--- src/rtl/pipe_pkg.sv ---
`default_nettype none
//------------------------------------------------------------------------------
// pipe_pkg : shared state encoding for the valid/ready pipeline stage
// Rev 1.0
//------------------------------------------------------------------------------
package pipe_pkg;

  localparam int STATE_W = 2;

  typedef enum logic [STATE_W-1:0] {
    ST_EMPTY = 2'd0,
    ST_FULL  = 2'd1,
    ST_SKID  = 2'd2
  } pipe_state_t;

endpackage
`default_nettype wire

--- src/rtl/sat_counter.sv ---
`default_nettype none
//------------------------------------------------------------------------------
// sat_counter : saturating up-counter with synchronous clear (clear wins)
// Rev 1.0
//------------------------------------------------------------------------------
module sat_counter #(
  parameter int CNT_W = 16
) (
  input  logic             clk,
  input  logic             resetn,
  input  logic             inc,
  input  logic             clr,
  output logic [CNT_W-1:0] cnt
);

  localparam logic [CNT_W-1:0] c_max = '1;

  logic [CNT_W-1:0] r_cnt;

  always_ff @(posedge clk or negedge resetn) begin
    if (!resetn) begin
      r_cnt <= '0;
    end else if (clr) begin
      r_cnt <= '0;
    end else if (inc && (r_cnt != c_max)) begin
      r_cnt <= r_cnt + 1'b1;
    end
  end

  assign cnt = r_cnt;

endmodule
`default_nettype wire

--- src/rtl/pipe_stage_skid.sv ---
`default_nettype none
//------------------------------------------------------------------------------
// pipe_stage_skid : valid/ready stage register with optional 2-entry skid buffer
// Rev 1.0
//------------------------------------------------------------------------------
module pipe_stage_skid
  import pipe_pkg::*;
#(
  parameter int DATA_W      = 32,
  parameter int SKID_EN     = 1,
  parameter int BUBBLE_ZERO = 1,
  parameter int CNT_W       = 16
) (
  input  logic              clk,
  input  logic              resetn,
  input  logic              in_valid,
  output logic              in_ready,
  input  logic [DATA_W-1:0] in_data,
  input  logic              flush,
  output logic              out_valid,
  input  logic              out_ready,
  output logic [DATA_W-1:0] out_data,
  input  logic              perf_clr,
  output logic [CNT_W-1:0]  stall_cnt
);

  localparam logic c_skid   = (SKID_EN != 0);
  localparam logic c_bubble = (BUBBLE_ZERO != 0);

  pipe_state_t       r_state;
  logic              r_in_ready;
  logic [DATA_W-1:0] r_main;
  logic [DATA_W-1:0] r_skid;

  logic w_acc;
  logic w_fire;

  assign out_valid = (r_state != ST_EMPTY);
  assign out_data  = r_main;
  // Skid variant only ever deasserts ready from a register; the plain variant looks through to out_ready.
  assign in_ready  = c_skid ? r_in_ready : (!out_valid || out_ready);
  assign w_acc     = in_valid && in_ready;
  assign w_fire    = out_valid && out_ready;

  always_ff @(posedge clk or negedge resetn) begin
    if (!resetn) begin
      r_state    <= ST_EMPTY;
      r_in_ready <= 1'b1;
      r_main     <= '0;
      r_skid     <= '0;
    end else if (flush) begin
      r_state    <= ST_EMPTY;
      r_in_ready <= 1'b1;
      if (c_bubble) begin
        r_main <= '0;
        r_skid <= '0;
      end
    end else begin
      case (r_state)
        ST_EMPTY: begin
          if (w_acc) begin
            r_state    <= ST_FULL;
            r_main     <= in_data;
            r_in_ready <= 1'b1;
          end
        end
        ST_FULL: begin
          if (w_acc && w_fire) begin
            r_main <= in_data;
          end else if (w_acc && c_skid) begin
            // Downstream stalled: park the newer beat behind the main entry.
            r_state    <= ST_SKID;
            r_skid     <= in_data;
            r_in_ready <= 1'b0;
          end else if (w_fire) begin
            r_state    <= ST_EMPTY;
            r_in_ready <= 1'b1;
            if (c_bubble) begin
              r_main <= '0;
              r_skid <= '0;
            end
          end
        end
        ST_SKID: begin
          if (w_fire) begin
            r_state    <= ST_FULL;
            r_main     <= r_skid;
            r_in_ready <= 1'b1;
          end
        end
        default: begin
          r_state    <= ST_EMPTY;
          r_in_ready <= 1'b1;
        end
      endcase
    end
  end

  sat_counter #(
    .CNT_W (CNT_W)
  ) u_stall_cnt (
    .clk    (clk),
    .resetn (resetn),
    .inc    (out_valid && !out_ready),
    .clr    (perf_clr),
    .cnt    (stall_cnt)
  );

endmodule
`default_nettype wire

--- config.mk ---
export PLATFORM = sky130hd
export DESIGN_NAME = pipe_stage_skid
export DESIGN_NICKNAME = d
export VERILOG_FILES = /design/src/rtl/pipe_pkg.sv /design/src/rtl/sat_counter.sv /design/src/rtl/pipe_stage_skid.sv
export SDC_FILE = /design/constraint.sdc
export NUM_CORES = 1
export LEC_CHECK = 0
export BUFFER_PORTS_ARGS = -buffer_cell sky130_fd_sc_hd__buf_2
export CAP_MARGIN = 30
export CORE_MARGIN = 1.5
export CORE_UTILIZATION = 52
export DETAILED_ROUTE_END_ITERATION = 6
export GPL_ROUTABILITY_DRIVEN = 0
export PLACE_DENSITY = 0.77
export SYNTH_ARGS = -nofsm -noshare
export SYNTH_HDL_FRONTEND = slang
export SYNTH_HIERARCHICAL = 1
export SYNTH_SLANG_ARGS = --single-unit
--- constraint.sdc ---
create_clock -name clk -period 2.8 [get_ports clk]
set_input_delay 0.56 -clock clk [delete_from_list [all_inputs] [get_ports clk]]
set_output_delay 0.56 -clock clk [all_outputs]
set_load 0.05 [all_outputs]
==> impl_metrics.yaml, run 1 <==
synth:
  synth.top_cell.area_share_pct: 51.82
  ys_ff_latch: 83
  synth_ff_type: "dfrtp_1"
  yosysUniqueCellTypes: 50
  syn_area_per_cell_um2: 11.16
  number_of_enable_flip_flop_cells_after_synthesis: 0
  yosysSeqAreaShare_pct: 52.48
  syn_inst: 355
  ys_warnings: 6
  area_of_the_mapped_netlist_um2: 3960
  mappedNetlistNets: 397
  cell_type_with_the_largest_total_area_after_synthesis: "dfrtp_1"
  netlist_top_cells_area: "dfrtp_1, a22o_1, a221oi_1"
  async_flop_share_pct: 100.0
grt:
  grt_pass1_vias: 3139
  grt_util_all_layers_pct: 23.66
  grt_remaining_overflow: 0
  maximum_number_of_pins_on_one_net_before_global_route_repair: 47
  grt_pass1_wl_um: 15620
  antenna_found_initial: 0
sta:
  rsz0062_at_grt: "false"
  fmax_mhz: 425.0
  timing.final.hold_violations: 0
  worst_hold_slack_ps: 164.1
  max_slew_margin_pct: 41.46
  fin_tns_setup_ps: 0
  timing.final.ws_setup_ps: 447.3
  drv_slew: 0
  final_clock_skew_ps: 9.935
  setup_viol_count_final: 0
  period_share_pct: 84.03
  final.min_clock_period_ps: 2353
  max_slew.worst_pin.slew_ps: 876.2
cells_and_area:
  post_route_cells_drive_above_1_share_pct: 30.73
  syn_to_final_growth_pct: 17.63
  fin_nets: 473
  antenna_cells: 0
  finish.cell_count_without_fillers: 535
die:
  die_h_um: 90.27
  pin_count: 88
  die_w_um: 90.27
  std_cell_rows: 31
  core_area_um2: 7292
  floorplan.die_area_um2: 8148
  initial_core_util_pct: 54.31
placed_design:
  port_buffers: 87
  dpl.cell_count: 519
  post-dp-hpwl_um: 5852
  dpl_worst_slack_ps: 509.5
clocking:
  tritoncts: "built"
  post_cts_resize_count: 0
  clkTransAtPathRegs_ps: 80
  tritoncts_num_sinks: 83
  htree_levels: 3
  cts_setup_buffers: 0
  worst_skew_pair.late_latency_ps: 360
  cts_buffers: 9
  clock_tree.root_cell: "clkbuf_8"
  number_of_buffers_on_the_longest_clock_path: 2
  number_of_hold_buffers_added_after_cts: 0
drt:
  num_vias: 3248
  post_drt_via_cell_ratio: 6.071
  drt_first_pass_iters: 5
  drt_drc_violations_left: 0
  ant_nets: 0
  totalWireLength_um: 8949
  drt-initial-drc-count: 191
  routed_wl_per_cell_um: 16.73
setup_path:
  critPathMaxFanout: 22
  setup.worst_path.end_class: "register"
  timing.critical_path.required_ps: 3080
  crit_type: "reg2reg"
  worstPathArrival_ps: 2630
  setup.worst_path.start_class: "register"
worst_hold_path:
  hold_path_class: "in2async"
power:
  p_leak_nw: 2.229
  vdd_drop_max_uv: 543.7
  power.density_cell_area_nw_per_um2: 1118
run:
  count_of_maximum_capacitance_violations: 0
run_status:
  status: "finished clean"
-- registers in the layout, summed over array words and instances, names as in the netlist --
register	count
r_state	2
out_data	32
u_stall_cnt/cnt	16
in_ready	1
r_skid	32
-- cell usage after synthesis (2+ instances only) --
cell type	instances
dfrtp_1	82
nor2_1	43
nor3_1	34
a22o_1	32
a221oi_1	28
a21oi_1	15
buf_2	9
clkbuf_1	9
buf_6	7
inv_1	7
nand2_1	7
o31ai_1	7
nand4_1	6
a221oi_2	5
nand3_1	5
or4_1	5
ha_1	4
mux2_1	4
nor2b_1	4
nor4_1	4
o21ai_1	3
and3_1	2
and4_2	2
clkbuf_8	2
o21ai_0	2
or3_1	2
or4_2	2
-- worst max-delay path: stages (launching register included) --
cell and delay (ps):
dfrtp_1 380, inv_1 90, ha_1 320, nor2_1 290, inv_1 320, or4_2 720, a21oi_1 160
-- cells in the final DEF, fill, tap and decap left out, types with 2 or more instances in the layout --
master and count:
dfrtp_1 82, and3_1 2, or4_2 2, clkinvlp_4 4, buf_4 5, and4_2 2, nand3_1 5, o31ai_1 7
bufinv_16 2, or4_1 5, buf_2 86, a221oi_1 28, nor3_1 34, a21oi_1 15, nor2b_1 4, o21ai_0 2
nand2_1 7, o21ai_1 3, a221oi_2 5, inv_1 7, or3_1 2, nand4_1 6, mux2_1 4, ha_1 4
clkbuf_8 9, a22o_1 32, nor2_1 43, buf_12 2, nor4_1 4
-- power breakdown --
| part | switching (W) | leakage [nW] | internal [W] |
|---|---|---|---|
| Clock | 0.000442 | 0.0947 | 0.000502 |
| Sequential | 0.000176 | 1.13 | 0.00150 |
| Combinational | 0.00185 | 1.01 | 0.000734 |
-- layer usage --
layer	vias to the layer above	share of wire [%]	global-route usage, %
li1	1502	-	-
met1	1643	44	32.00
met2	92	49	37.12
met3	11	4.5	5.051
met4	0	1.8	9.788
met5	-	0	0
-- cell families (layout without fill, tap and decap cells) --
group / count (synthesis) / count (layout) / synth area share [%]
fa+ha+maj: 4 / 4 / 1.264
compound gates: 100 / 100 / 21.39
xor+xnor: 1 / 1 / 0.2212
simple gates: 124 / 124 / 16.87
flops: 83 / 83 / 52.48
buf+inv: 36 / 117 / 5.624
mux: 7 / 7 / 2.148
-- final timing paths --
kind | start | endpoint | slack (ps) | cells after the start
worst max-delay path | r_state[0]$_DFFE_PN0P_ | u_stall_cnt/cnt[3]$_DFFE_PN0P_ | 450 | 6
worst min-delay path | resetn | u_stall_cnt/cnt[14]$_DFFE_PN0P_ | 160 | 1
worst max register to register | r_state[0]$_DFFE_PN0P_ | u_stall_cnt/cnt[3]$_DFFE_PN0P_ | 450 | 6
worst min register to register | r_skid[27]$_DFFE_PN0P_ | r_skid[27]$_DFFE_PN0P_ | 510 | 1
max in group asynchronous | resetn | out_data[5]$_DFFE_PN0P_ | 2040 | 2
min in group clk | in_data[7] | r_skid[7]$_DFFE_PN0P_ | 430 | 2
-- cell type report --
class,count,area [µm²]
fill,625,2634
sequential,83,2078
multi-input combinational,236,1677
timing repair buffer,94,535.5
clock buffer,10,127.6
tap,99,123.9
clock inverter,6,90.09
inverter,7,26.28
-- per-stage QoR --
step | util, % | total power [W] | cell area (µm²)
2_1_floorplan | - | 0.003768 | 3960
3_3_place_gp | 60.52 | 0.004230 | 4413
3_5_place_dp | 60.90 | 0.004290 | 4441
4_1_cts | 63.88 | 0.005242 | 4658
5_1_grt | 63.88 | 0.005537 | 4658
6_report | 63.88 | 0.005206 | 4658
Note: power is estimated with default switching activity, not from simulation.
==> inputs of run 2 (changes only) <==
Settings changed: CORE_UTILIZATION 52 to 49, PLACE_DENSITY 0.77 to 0.76.
Clock period 2.8 ns to 2.1 ns, I/O delays scaled along.
==> impl_metrics.yaml, run 2 (synthesis gave the netlist of run 1 again) <==
run_status:
  status: "finished clean"
clocking:
  tritoncts_num_sinks: 83
  number_of_buffers_on_the_longest_clock_path: 2
  worst_skew_pair.late_latency_ps: 360
  clock_tree.root_cell: "clkbuf_8"
  number_of_hold_buffers_added_after_cts: 0
  clkTransAtPathRegs_ps: 90
  htree_levels: 3
  cts_buffers: 9
  tritoncts: "built"
cells_and_area:
  syn_to_final_growth_pct: 20.51
  finish.cell_count_without_fillers: 550
  fin_nets: 485
  mostFrequentLayoutCell: "buf_2"
  antenna_cells: 0
  post_route_cells_drive_above_1_share_pct: 33.93
  layout.cells.most_common_list: "buf_2, dfrtp_1, nor2_1"
die:
  die_h_um: 92.90
  pin_count: 88
  initial_core_util_pct: 50.98
  std_cell_rows: 32
  floorplan.die_area_um2: 8630
  core_area_um2: 7767
  die_w_um: 92.90
sta:
  period_share_pct: 95.58
  final_clock_skew_ps: 10.12
  max_slew_margin_pct: 63.47
  fin_tns_setup_ps: 0
  setup_viol_count_final: 0
  drv_slew: 0
  timing.final.hold_violations: 0
  fmax_mhz: 498.2
  worst_hold_slack_ps: 19.80
  max_slew.worst_pin.slew_ps: 546.7
  final.min_clock_period_ps: 2007
  timing.final.ws_setup_ps: 92.88
  rsz0062_at_grt: "false"
setup_path:
  worst_setup_path_endpoint: "u_stall_cnt/cnt[15]$_DFFE_PN0P_"
  setup.worst_path.start: "r_state[0]$_DFFE_PN0P_"
  reg2reg_setup_slack_ps: 90
  cp_cell_sequence: "inv_1 > ha_2 > nor2_1 > buf_4 > nand3_1 > nor4_1 > mux2_1"
  worst-path-buf-inv: 2
  worst_path_max_delay_cell: "dfrtp_1"
  crit_type: "reg2reg"
  critPathMaxFanout: 8
  worstReg2RegEnd: "u_stall_cnt/cnt[15]$_DFFE_PN0P_"
  regToRegStartpoint: "r_state[0]$_DFFE_PN0P_"
  timing.critical_path.required_ps: 2340
  critical_path.top_delay_family: "simple AND/OR/NAND/NOR gates"
  setup.worst_path.start_class: "register"
  worstPathArrival_ps: 2250
  worstSetupPathDepth: 7
  worst_reg2reg_path_length_in_cells: 7
  setup.worst_path.end_class: "register"
  slowest_delay_ps: 380
power:
  power.sequential.fraction_pct: 31.2
  power.share.clock_pct: 17.9
  p_leak_nw: 2.305
  power.density_cell_area_nw_per_um2: 1505
  power.net_switching_w: 0.003371
  internal_power_w: 0.003813
  swShare_pct: 46.92
  vdd_drop_max_uv: 969.8
  comb_power_share_pct: 51.0
placed_design:
  dpl_worst_slack_ps: -51.47
  port_buffers: 87
  post-dp-hpwl_um: 6325
  dpl.cell_count: 533
drt:
  m1WireLength_um: 4167
  drt_drc_violations_left: 0
  drt-initial-drc-count: 226
  routed_wl_per_cell_um: 17.41
  drt_first_pass_iters: 4
  num_vias: 3316
  met2WireLength_um: 4746
  ant_nets: 0
  dr.max_layer_used: "met4"
  totalWireLength_um: 9574
  post_drt_via_cell_ratio: 6.029
  dr_wl_met3_um: 479
grt:
  maximum_number_of_pins_on_one_net_before_global_route_repair: 38
  antenna_found_initial: 0
  grt_pass1_wl_um: 15730
  grt_pass1_vias: 3262
  grt_util_all_layers_pct: 23.45
  grt_remaining_overflow: 0
worst_hold_path:
  hold_path_class: "in2async"
run:
  count_of_maximum_capacitance_violations: 0
run 2: cell count changes in the layout (fill, tap and decap cells not counted), sizes merged:
cell | before | now
inv | 7 | 9
buf | 94 | 105
a21oi | 16 | 17
clkbuf | 10 | 9
clkinv | 0 | 3
clkinvlp | 4 | 0
run 2: repair_timing:
action	CTS	global route
endpoints found under the setup margin	34	52
pin swaps	1	0
resized for setup	3	1
cloned	1	0
hold endpoints to repair	0	0
setup buffers	0	0
run 2: cell type report:
class / count / area (µm²)
repair buffers: 105 / 610.6
clock buffers: 9 / 123.9
multi-input cells: 237 / 1703
fillers: 657 / 2995
clock inverters: 7 / 100.1
well taps: 102 / 127.6
inverters: 7 / 26.28
flip-flops and latches: 83 / 2081
run 2: power by group through the flow:
stage | combinational, W | clock, W | sequential (W)
floorplan | 0.00171 | 0 | 0.00332
global placement | 0.00354 | 0 | 0.00224
detailed placement | 0.00360 | 0 | 0.00226
CTS | 0.00368 | 0.00131 | 0.00224
global route | 0.00394 | 0.00138 | 0.00229
finish | 0.00366 | 0.00128 | 0.00224
run 2: per-stage QoR:
step	area, µm²	total power (W)	util [%]
CTS	4770	0.007224	61.40
global placement	4522	0.005787	58.22
finish	4772	0.007184	61.44
floorplan	3963	0.005026	-
detailed placement	4522	0.005867	58.22
global route	4772	0.007604	61.44
run 2: worst min-delay path by stage:
stage                start                               to  cells after the start
CTS                 resetn         out_data[23]$_DFFE_PN0P_                      1
global placement    resetn  u_stall_cnt/cnt[12]$_DFFE_PN0P_                      1
finish              resetn  u_stall_cnt/cnt[10]$_DFFE_PN0P_                      1
detailed placement  resetn  u_stall_cnt/cnt[12]$_DFFE_PN0P_                      1
global route        resetn  u_stall_cnt/cnt[12]$_DFFE_PN0P_                      1
floorplan           resetn          out_data[0]$_DFFE_PN0P_                      0
run 2: routing by layer:
metal	track usage, %	up-vias
met1	30.77	1643
li1	-	1540
met2	37.83	118
met4	11.11	0
met5	0	-
met3	3.859	15
